`src/rtl/ps2_cmd_pkg.sv`:
```
// Shared types and constants for the PS/2 keyboard-to-command mapper.
// Holds the per-key repeat FSM states, direction slots and the default key map.
package ps2_cmd_pkg;

    typedef enum logic [1:0] {
        ST_IDLE   = 2'd0,
        ST_FIRST  = 2'd1,
        ST_DELAY  = 2'd2,
        ST_REPEAT = 2'd3
    } rep_state_e;

    localparam int DIR_UP    = 0;
    localparam int DIR_LEFT  = 1;
    localparam int DIR_DOWN  = 2;
    localparam int DIR_RIGHT = 3;

    localparam logic [8:0] KEY_W           = 9'h01D;
    localparam logic [8:0] KEY_A           = 9'h01C;
    localparam logic [8:0] KEY_S           = 9'h01B;
    localparam logic [8:0] KEY_D           = 9'h023;
    localparam logic [8:0] KEY_ARROW_UP    = 9'h175;
    localparam logic [8:0] KEY_ARROW_LEFT  = 9'h16B;
    localparam logic [8:0] KEY_ARROW_DOWN  = 9'h172;
    localparam logic [8:0] KEY_ARROW_RIGHT = 9'h174;

    // Player 0 on WASD, player 1 on the extended arrow keys; LSB slot is P0 up.
    localparam logic [71:0] KEYMAP_DEFAULT = {
        KEY_ARROW_RIGHT, KEY_ARROW_DOWN, KEY_ARROW_LEFT, KEY_ARROW_UP,
        KEY_D, KEY_S, KEY_A, KEY_W
    };

    function automatic int key_idx(input int player, input int dir);
        return player * 4 + dir;
    endfunction

endpackage

```
`src/rtl/key_repeat_fsm.sv`:
```
// Typematic repeat engine for one key: first pulse on press, then a delayed
// repeat stream while the key stays held.
module key_repeat_fsm
    import ps2_cmd_pkg::*;
#(
    parameter int REPEAT_DELAY  = 25_000_000,
    parameter int REPEAT_PERIOD = 5_000_000,
    parameter int CNT_W         = 25
) (
    input  logic clk,
    input  logic reset,
    input  logic enable,
    input  logic held,
    output logic pulse
);

    localparam logic [CNT_W-1:0] DELAY_LOAD  = CNT_W'(REPEAT_DELAY - 1);
    localparam logic [CNT_W-1:0] PERIOD_LOAD = CNT_W'(REPEAT_PERIOD - 1);
    localparam logic [CNT_W-1:0] CNT_ONE     = CNT_W'(1);

    rep_state_e       r_state;
    rep_state_e       w_state_next;
    logic [CNT_W-1:0] r_cnt;
    logic [CNT_W-1:0] w_cnt_next;
    logic             r_held_d;
    logic             w_cnt_zero;

    // State, counter and previous-held registers
    always_ff @(posedge clk) begin
        if (reset) begin
            r_state  <= ST_IDLE;
            r_cnt    <= '0;
            r_held_d <= 1'b0;
        end else begin
            r_state  <= w_state_next;
            r_cnt    <= w_cnt_next;
            r_held_d <= held;
        end
    end

    // Next-state and pulse decode; the pulse depends only on state so a
    // one-cycle tap still fires from FIRST even though held has already dropped
    always_comb begin
        w_state_next = r_state;
        w_cnt_next   = r_cnt;
        w_cnt_zero   = (r_cnt == '0);
        case (r_state)
            ST_FIRST:  pulse = enable;
            ST_DELAY:  pulse = enable & w_cnt_zero;
            ST_REPEAT: pulse = enable & w_cnt_zero;
            default:   pulse = 1'b0;
        endcase
        if (!enable || !held) begin
            w_state_next = ST_IDLE;
            w_cnt_next   = '0;
        end else begin
            case (r_state)
                ST_IDLE: begin
                    if (!r_held_d) begin
                        w_state_next = ST_FIRST;
                    end else begin
                        w_state_next = ST_IDLE;
                    end
                end
                ST_FIRST: begin
                    w_cnt_next   = DELAY_LOAD;
                    w_state_next = ST_DELAY;
                end
                ST_DELAY: begin
                    if (w_cnt_zero) begin
                        w_cnt_next   = PERIOD_LOAD;
                        w_state_next = ST_REPEAT;
                    end else begin
                        w_cnt_next   = r_cnt - CNT_ONE;
                    end
                end
                ST_REPEAT: begin
                    if (w_cnt_zero) begin
                        w_cnt_next = PERIOD_LOAD;
                    end else begin
                        w_cnt_next = r_cnt - CNT_ONE;
                    end
                end
                default: begin
                    w_state_next = ST_IDLE;
                    w_cnt_next   = '0;
                end
            endcase
        end
    end

endmodule

```
`src/rtl/ps2_cmd_mapper.sv`:
```
// Maps the PS/2 held-key bitmap to per-player direction pulses with auto-repeat,
// opposite-direction cancellation, a facing register and an unmapped-key stop pulse.
module ps2_cmd_mapper
    import ps2_cmd_pkg::*;
#(
    parameter int                    PLAYERS       = 2,
    parameter logic [PLAYERS*36-1:0] KEYMAP        = (PLAYERS*36)'(KEYMAP_DEFAULT),
    parameter int                    REPEAT_DELAY  = 25_000_000,
    parameter int                    REPEAT_PERIOD = 5_000_000,
    parameter int                    CNT_W         = 25
) (
    input  logic                   clk,
    input  logic                   reset,
    input  logic                   enable,
    input  logic                   key_valid,
    input  logic [8:0]             last_change,
    input  logic [511:0]           key_down,
    output logic [PLAYERS-1:0]     cmd_up,
    output logic [PLAYERS-1:0]     cmd_left,
    output logic [PLAYERS-1:0]     cmd_down,
    output logic [PLAYERS-1:0]     cmd_right,
    output logic [PLAYERS*4-1:0]   held,
    output logic [PLAYERS-1:0]     facing,
    output logic                   stop
);

    localparam int NKEYS = PLAYERS * 4;

    logic [NKEYS-1:0]   r_held;
    logic [NKEYS-1:0]   w_pulse;
    logic [PLAYERS-1:0] w_mask_lr;
    logic [PLAYERS-1:0] w_mask_ud;
    logic [PLAYERS-1:0] r_facing;
    logic               r_stop;
    logic               w_match;

    // Sample each mapped key bit from the decoder bitmap
    always_ff @(posedge clk) begin
        if (reset) begin
            r_held <= '0;
        end else begin
            for (int k = 0; k < NKEYS; k++) begin
                r_held[k] <= key_down[KEYMAP[k*9 +: 9]];
            end
        end
    end

    for (genvar k = 0; k < NKEYS; k++) begin : g_key
        key_repeat_fsm #(
            .REPEAT_DELAY  (REPEAT_DELAY),
            .REPEAT_PERIOD (REPEAT_PERIOD),
            .CNT_W         (CNT_W)
        ) u_fsm (
            .clk    (clk),
            .reset  (reset),
            .enable (enable),
            .held   (r_held[k]),
            .pulse  (w_pulse[k])
        );
    end

    // Opposing keys held together cancel each other's pulses; FSMs keep running
    always_comb begin
        w_mask_lr = '0;
        w_mask_ud = '0;
        cmd_up    = '0;
        cmd_left  = '0;
        cmd_down  = '0;
        cmd_right = '0;
        for (int p = 0; p < PLAYERS; p++) begin
            w_mask_lr[p] = r_held[key_idx(p, DIR_LEFT)] & r_held[key_idx(p, DIR_RIGHT)];
            w_mask_ud[p] = r_held[key_idx(p, DIR_UP)]   & r_held[key_idx(p, DIR_DOWN)];
            cmd_up[p]    = w_pulse[key_idx(p, DIR_UP)]    & ~w_mask_ud[p];
            cmd_down[p]  = w_pulse[key_idx(p, DIR_DOWN)]  & ~w_mask_ud[p];
            cmd_left[p]  = w_pulse[key_idx(p, DIR_LEFT)]  & ~w_mask_lr[p];
            cmd_right[p] = w_pulse[key_idx(p, DIR_RIGHT)] & ~w_mask_lr[p];
        end
    end

    // Does the latest key event hit any slot of the map
    always_comb begin
        w_match = 1'b0;
        for (int k = 0; k < NKEYS; k++) begin
            w_match = w_match | (KEYMAP[k*9 +: 9] == last_change);
        end
    end

    // Facing follows the last unmasked horizontal pulse; stop flags unmapped presses
    always_ff @(posedge clk) begin
        if (reset) begin
            r_facing <= '1;
            r_stop   <= 1'b0;
        end else begin
            r_stop <= enable & key_valid & key_down[last_change] & ~w_match;
            for (int p = 0; p < PLAYERS; p++) begin
                if (cmd_right[p]) begin
                    r_facing[p] <= 1'b1;
                end else if (cmd_left[p]) begin
                    r_facing[p] <= 1'b0;
                end else begin
                    r_facing[p] <= r_facing[p];
                end
            end
        end
    end

    assign held   = r_held;
    assign facing = r_facing;
    assign stop   = r_stop;

endmodule
```
`config.mk`:
```
export PLATFORM = sky130hd
export DESIGN_NAME = ps2_cmd_mapper
export DESIGN_NICKNAME = d
export VERILOG_FILES = /design/src/rtl/ps2_cmd_pkg.sv /design/src/rtl/key_repeat_fsm.sv /design/src/rtl/ps2_cmd_mapper.sv
export SDC_FILE = /design/constraint.sdc
export NUM_CORES = 1
export LEC_CHECK = 0
export BUFFER_PORTS_ARGS = -buffer_cell sky130_fd_sc_hd__buf_2
export CORE_MARGIN = 1.5
export CORE_UTILIZATION = 23
export DETAILED_ROUTE_END_ITERATION = 6
export GPL_ROUTABILITY_DRIVEN = 0
export PLACE_DENSITY = 0.53
export SETUP_SLACK_MARGIN = 0.05
export SLEW_MARGIN = 20
export SYNTH_ARGS = -nofsm -noshare
export SYNTH_HDL_FRONTEND = slang
export SYNTH_HIERARCHICAL = 1
export SYNTH_SLANG_ARGS = --single-unit
export TNS_END_PERCENT = 50
```
`constraint.sdc`:
```
create_clock -name clk -period 3.3 [get_ports clk]
set_input_delay 0.165 -clock clk [delete_from_list [all_inputs] [get_ports clk]]
set_output_delay 0.165 -clock clk [all_outputs]
set_load 0.02 [all_outputs]
```
==> results of run 1 <==
[timing repair]
action / in CTS / in global routing
cloned: 0 / 0
hold buffers: 9 / 0
resized for setup: 5 / 12
setup buffers: 0 / 2
setup endpoints to repair: 6 / 8
pin swaps: 0 / 6
hold endpoints to repair: 9 / 0
[final cells by class]
cell class                      count  area [µm²]
Inverter                           55         206
Clock buffer                       43         901
Clock inverter                     13         134
Sequential cell                   235        4700
Multi-Input combinational cell   1411       11500
Fill cell                        7710       51000
Tap cell                          959        1200
Antenna cell                       12        30.0
Timing Repair Buffer              604        3270
[routing by layer]
layer	GRT usage, %	up-vias
met2	31.9	655
met1	24.2	8168
met4	7.09	6
li1	-	8091
met5	0	-
met3	2.91	119
[through the flow]
stage               setup slack [ps]  utilization, %  instances  cell area (µm²)  power [mW]
CTS                             21.3            29.9       3318            21800        7.91
global route                    2.93            30.0       3323            21900        8.12
floorplan                        576               -       1802            17000        3.73
finish                           104            30.0       3332            21900        7.78
detailed placement               467            28.3       3253            20700        4.41
global placement                 459            28.3       3253            20700        4.41
[cell usage in the layout, fill, tap and decap left out, drive strengths merged, types with 12 or more instances in the layout]
master	Yosys	routed
a211oi	15	15
a21oi	187	187
a22oi	18	18
a31oi	37	37
buf	58	594
clkbuf	43	44
clkinv	8	18
dfxtp	235	235
diode	0	12
ha	48	48
inv	47	48
mux2i	38	38
mux4	117	117
nand2	104	104
nand3	38	38
nand3b	15	15
nand4	16	16
nor2	136	136
nor2b	34	34
nor3	35	35
nor4	111	111
o211a	16	16
o21ai	65	65
o22ai	22	22
o31ai	18	18
o41ai	16	16
or2	28	28
or3	34	34
or3b	22	22
or4	44	44
or4b	15	15
xnor2	56	56
xor2	37	37
[how the worst min path moves through the flow]
stage / end / cells after the start / slack, ps / startpoint
2_1_floorplan: g_key[0].u_fsm/r_held_d / 1 / 260 / reset
3_3_place_gp: held[7] / 2 / 390 / key_down[372]
3_5_place_dp: held[7] / 2 / 390 / key_down[372]
4_1_cts: stop / 5 / 70 / last_change[8]
5_1_grt: stop / 5 / 150 / last_change[8]
6_report: stop / 5 / 110 / last_change[8]
[power groups by stage]
stage / clock, mW / combinational [mW] / sequential, mW
finish: 3.42 / 1.46 / 2.89
global route: 3.66 / 1.57 / 2.89
CTS: 3.55 / 1.47 / 2.89
detailed placement: 0 / 1.46 / 2.95
global placement: 0 / 1.46 / 2.95
floorplan: 0 / 0.789 / 2.95
[cells by family after synthesis]
| logic type | synth area share, % |
|---|---|
| muxes | 18.4 |
| and+or+nand+nor | 23.8 |
| buffers and inverters | 5.00 |
| adders and majority gates | 3.54 |
| xor gates and xnor gates | 4.80 |
| DFF | 27.7 |
| AOI/OAI and AO/OA | 16.7 |
[sequential cells by signal, summed over array words and instances (netlist names)]
register and count:
facing 2, g_key.u_fsm/r_cnt 200, g_key.u_fsm/r_held_d 8, g_key.u_fsm/r_state 16
held 8, stop 1
[critical path: stages, from the launching register on]
cell	delay, ps
dfxtp_1	350
inv_1	70
ha_1	170
or3b_2	510
nor4_4	220
buf_4	190
nand2_1	150
nor2_1	130
o211a_1	260
a21boi_0	190
buf_2	200
==> impl_metrics.env, run 1 <==
export IMPL_vdd_drop_max_uv=424
export IMPL_dr_wl_met3_um=4560
export IMPL_worstSkewPairLatency_ps=580
export IMPL_synth_top_area_share_pct=27.7
export IMPL_dr_pass1_iters=7
export IMPL_fmax_mhz=313
export IMPL_dieHeight_um=275
export IMPL_drc=0
export IMPL_power_frac_comb_pct=18.8
export IMPL_p_leak_nw=8.92
export IMPL_p_clk_share_pct=44.0
export IMPL_wl_met1_um=31400
export IMPL_ant_nets=0
export IMPL_syn_avg_cell_area_um2=9.41
export IMPL_cts_sinks=235
export IMPL_syn2layout_area_growth_pct=29.2
export IMPL_hold_ws_ps=114
export IMPL_ys_top_cells_by_area="dfxtp_1, mux4_2, a21oi_1, ha_1, nor2_1"
export IMPL_top_layer_used="met5"
export IMPL_drv_slew=0
export IMPL_rr_worst_depth=7
export IMPL_cp_end_kind="output pin"
export IMPL_worstPathArrival_ps=3030
export IMPL_die_area_um2=75400
export IMPL_cts_tree="done"
export IMPL_grt_pass1_wl_um=107000
export IMPL_p_int_mw=5.63
export IMPL_grtUsageTotal_pct=18.9
export IMPL_synth_ff_type="dfxtp_1"
export IMPL_wl_per_cell_um=22.2
export IMPL_wl_um=74000
export IMPL_cts_path_max_buffers=3
export IMPL_h_tree_depth=1
export IMPL_clk_pin_slew_ps=60
export IMPL_grt_overflow=0
export IMPL_critPathRequiredTime_ps=3130
export IMPL_netlist_top_cells_count="dfxtp_1, a21oi_1, nor2_1"
export IMPL_rows=99
export IMPL_rsz0062_at_grt="yes"
export IMPL_cts_buffers=31
export IMPL_grt_max_degree=55
export IMPL_p_seq_share_pct=37.2
export IMPL_crit_type="reg -> out"
export IMPL_drtIter0Drc=937
export IMPL_fin_setup_tns_ps=0
export IMPL_synth_most_common_cell="dfxtp_1"
export IMPL_synth_area_leader_cell="dfxtp_1"
export IMPL_core_region_area_um2=73000
export IMPL_setup_viol_count_final=0
export IMPL_rr_startpoint="g_key[5].u_fsm/r_cnt[0]"
export IMPL_final_nets=2911
export IMPL_die_w_um=275
export IMPL_p_switching_mw=2.15
export IMPL_yosys_warnings=6
export IMPL_r2r_end="g_key[5].u_fsm/r_cnt[24]"
export IMPL_critPathLaunchType="flip-flop"
export IMPL_start_util_pct=23.2
export IMPL_wl_met2_um=35100
export IMPL_hold_viol_final=0
export IMPL_cap_violations=0
export IMPL_cts_root_buf="clkbuf_16"
export IMPL_synth_edf_count=0
export IMPL_switching_share_pct=27.7
export IMPL_relSlewSlack_pct=41.3
export IMPL_crit_end="cmd_up[1]"
export IMPL_async_flop_share_pct=0
export IMPL_via_per_inst=5.11
export IMPL_io_pins=544
export IMPL_antenna_found_initial=21
export IMPL_synthCells=1802
export IMPL_r2r_slack_ps=790
export IMPL_worstHoldPathType="in -> reg"
export IMPL_cp_startpoint="g_key[4].u_fsm/r_cnt[0]"
export IMPL_fin_crit_ps=3200
export IMPL_max_slew_worst_pin_slew_ps=881
export IMPL_vias=17000
export IMPL_timing_final_crit_share_pct=96.9
export IMPL_fin_skew_ps=9.83
export IMPL_port_buffers=543
export IMPL_status="finished clean"
export IMPL_drive_gt1_share_pct=37.7
export IMPL_synthDistinctLibCells=73
export IMPL_power_density_nw_per_um2=355
export IMPL_syn_area_um2=17000
export IMPL_crit_fanout=6
export IMPL_grt_pass1_vias=16700
export IMPL_ys_seq_area_share_pct=27.7
export IMPL_synth_ff_latch_count=235
export IMPL_syn_nets=2375
export IMPL_dp_hpwl_um=59200
(Power assumes the default switching activity.)
==> run 2, diff against run 1 <==
Settings changed: CORE_AREA set to 2 2 211 213, CORE_MARGIN 1.5 to unset, CORE_UTILIZATION 23 to unset, DIE_AREA set to 0 0 213 215, PLACE_DENSITY 0.53 to 0.75.
==> impl_metrics.env, run 2 (synthesis results as in run 1) <==
export IMPL_cts_tree="done"
export IMPL_rsz0062_at_grt="yes"
export IMPL_final_design_area_no_fill_um2=21100
export IMPL_die_area_um2=45800
export IMPL_final_nets=2894
export IMPL_max_stage_delay_ps=510
export IMPL_critPathBufInv=2
export IMPL_vdd_drop_max_uv=266
export IMPL_drive_gt1_share_pct=37.0
export IMPL_fin_crit_ps=3150
export IMPL_p_leak_nw=8.74
export IMPL_worstHoldPathType="in -> reg"
export IMPL_syn2layout_area_growth_pct=24.6
export IMPL_drc=0
export IMPL_fin_skew_ps=19.3
export IMPL_crit_fanout=6
export IMPL_cp_top_family="simple AND/OR/NAND/NOR gates"
export IMPL_switching_share_pct=27.7
export IMPL_power_density_nw_per_um2=340
export IMPL_cap_violations=0
export IMPL_core_region_area_um2=43600
export IMPL_wl_um=69000
export IMPL_finalNonFillerCells=2944
export IMPL_dr_pass1_iters=5
export IMPL_place_inst=2867
export IMPL_cp_end_kind="output pin"
export IMPL_crit_chain="inv_1 > ha_1 > or3b_2 > nor4_4 > nand2_2 > nor2_1 > o211a_1 > a21boi_0 > buf_2"
export IMPL_start_util_pct=38.9
export IMPL_crit_type="reg -> out"
export IMPL_via_per_inst=6.02
export IMPL_ant_nets=0
export IMPL_grt_max_degree=40
export IMPL_io_pins=544
export IMPL_crit_path_top_delay_cell="or3b_2"
export IMPL_max_slew_worst_pin_slew_ps=1020
export IMPL_drv_slew=0
export IMPL_rows=77
export IMPL_p_switching_mw=1.99
export IMPL_grtUsageTotal_pct=29.1
export IMPL_hold_ws_ps=54.0
export IMPL_worstSkewPairLatency_ps=540
export IMPL_relSlewSlack_pct=30.4
export IMPL_antenna_found_initial=17
export IMPL_worst_slack_ps=154
export IMPL_vias=17700
export IMPL_die_w_um=213
export IMPL_p_clk_share_pct=39.3
export IMPL_clk_pin_slew_ps=60
export IMPL_dieHeight_um=215
export IMPL_p_int_mw=5.19
export IMPL_critPathLaunchType="flip-flop"
export IMPL_dp_slack_ps=199
export IMPL_timing_final_crit_share_pct=95.3
export IMPL_largest_reg_flops=200
export IMPL_layout_common_cells="buf_2, dfxtp_1, a21oi_1"
export IMPL_cts_path_max_buffers=3
export IMPL_dp_hpwl_um=55100
export IMPL_fmax_mhz=318
export IMPL_port_buffers=543
export IMPL_largest_register="g_key.u_fsm/r_cnt"
export IMPL_worstPathArrival_ps=2980
export IMPL_setup_viol_count_final=0
export IMPL_grt_pass1_wl_um=101000
export IMPL_cts_buffers=26
export IMPL_grt_pass1_vias=17100
export IMPL_cts_sinks=235
export IMPL_status="finished clean"
export IMPL_critPathRequiredTime_ps=3130
export IMPL_h_tree_depth=1
export IMPL_cts_root_buf="clkbuf_16"
export IMPL_drtIter0Drc=1444
export IMPL_hold_viol_final=0
export IMPL_p_seq_share_pct=40.2
export IMPL_grt_overflow=0
export IMPL_power_frac_comb_pct=20.5
export IMPL_largestRegisters="g_key.u_fsm/r_cnt x200, g_key.u_fsm/r_state x16"
export IMPL_final_common_cell="buf_2"
export IMPL_fin_setup_tns_ps=0
export IMPL_place_area_um2=20100
export IMPL_wl_per_cell_um=23.4
-- run 2: cell types whose count changed in the layout (fill, tap and decap cells not counted), sizes merged --
cell	before	now
bufinv	2	0
clkinv	18	15
clkinvlp	0	2
buf	594	583
dlygate4sd3	9	8
inv	48	47
diode	12	11
clkbuf	44	40
-- run 2: final timing paths --
check / start / to / slack, ps / cells past startpoint
worst max-delay path: g_key[3].u_fsm/r_cnt[0] / cmd_right[0] / 150 / 9
worst min register to register: g_key[4].u_fsm/r_cnt[20] / g_key[4].u_fsm/r_cnt[20] / 460 / 2
worst min-delay path: last_change[7] / stop / 50 / 3
worst max register to register: g_key[7].u_fsm/r_cnt[0] / g_key[7].u_fsm/r_cnt[19] / 790 / 8
-- run 2: worst min-delay path, stage by stage --
cell and delay (ps):
buf_2 150, nand3_1 120, a22oi_1 80
-- run 2: power groups by stage --
stage	clock, mW	combinational (mW)	sequential, mW
after global placement	0	1.41	2.95
after global routing	2.98	1.56	2.89
after CTS	2.87	1.44	2.88
after floorplan	0	0.789	2.95
final	2.82	1.47	2.88
after detailed placement	0	1.43	2.95
-- run 2: cell type report --
cell class	count	area, µm²
diodes	11	27.5
clock inverters	9	53.8
multi-input cells	1411	11500
flip-flops and latches	235	4700
repair buffers	592	3150
clock buffers	39	781
fillers	4044	22500
inverters	55	206
well taps	592	741
-- run 2: timing repair --
action | in CTS | in global routing
hold buffers | 8 | 0
buffers inserted | 0 | 10
hold endpoints to repair | 8 | 0
setup endpoints to repair | 1 | 8
gates resized for setup | 1 | 12
pin swaps | 0 | 4
-- run 2: metal layers --
layer  vias up  track usage (%)  wire [µm]
met4         4             12.9       3490
met2       968             46.4      31200
met3       172             6.77       6570
li1       8041                -          -
met1      8543             37.3      27700
met5         -                0         27
-- run 2: per-stage QoR --
step	utilization [%]	total power, mW
final	48.4	7.18
after global placement	45.9	4.36
after detailed placement	45.9	4.37
after global routing	48.4	7.42
after floorplan	-	3.73
after CTS	48.1	7.19
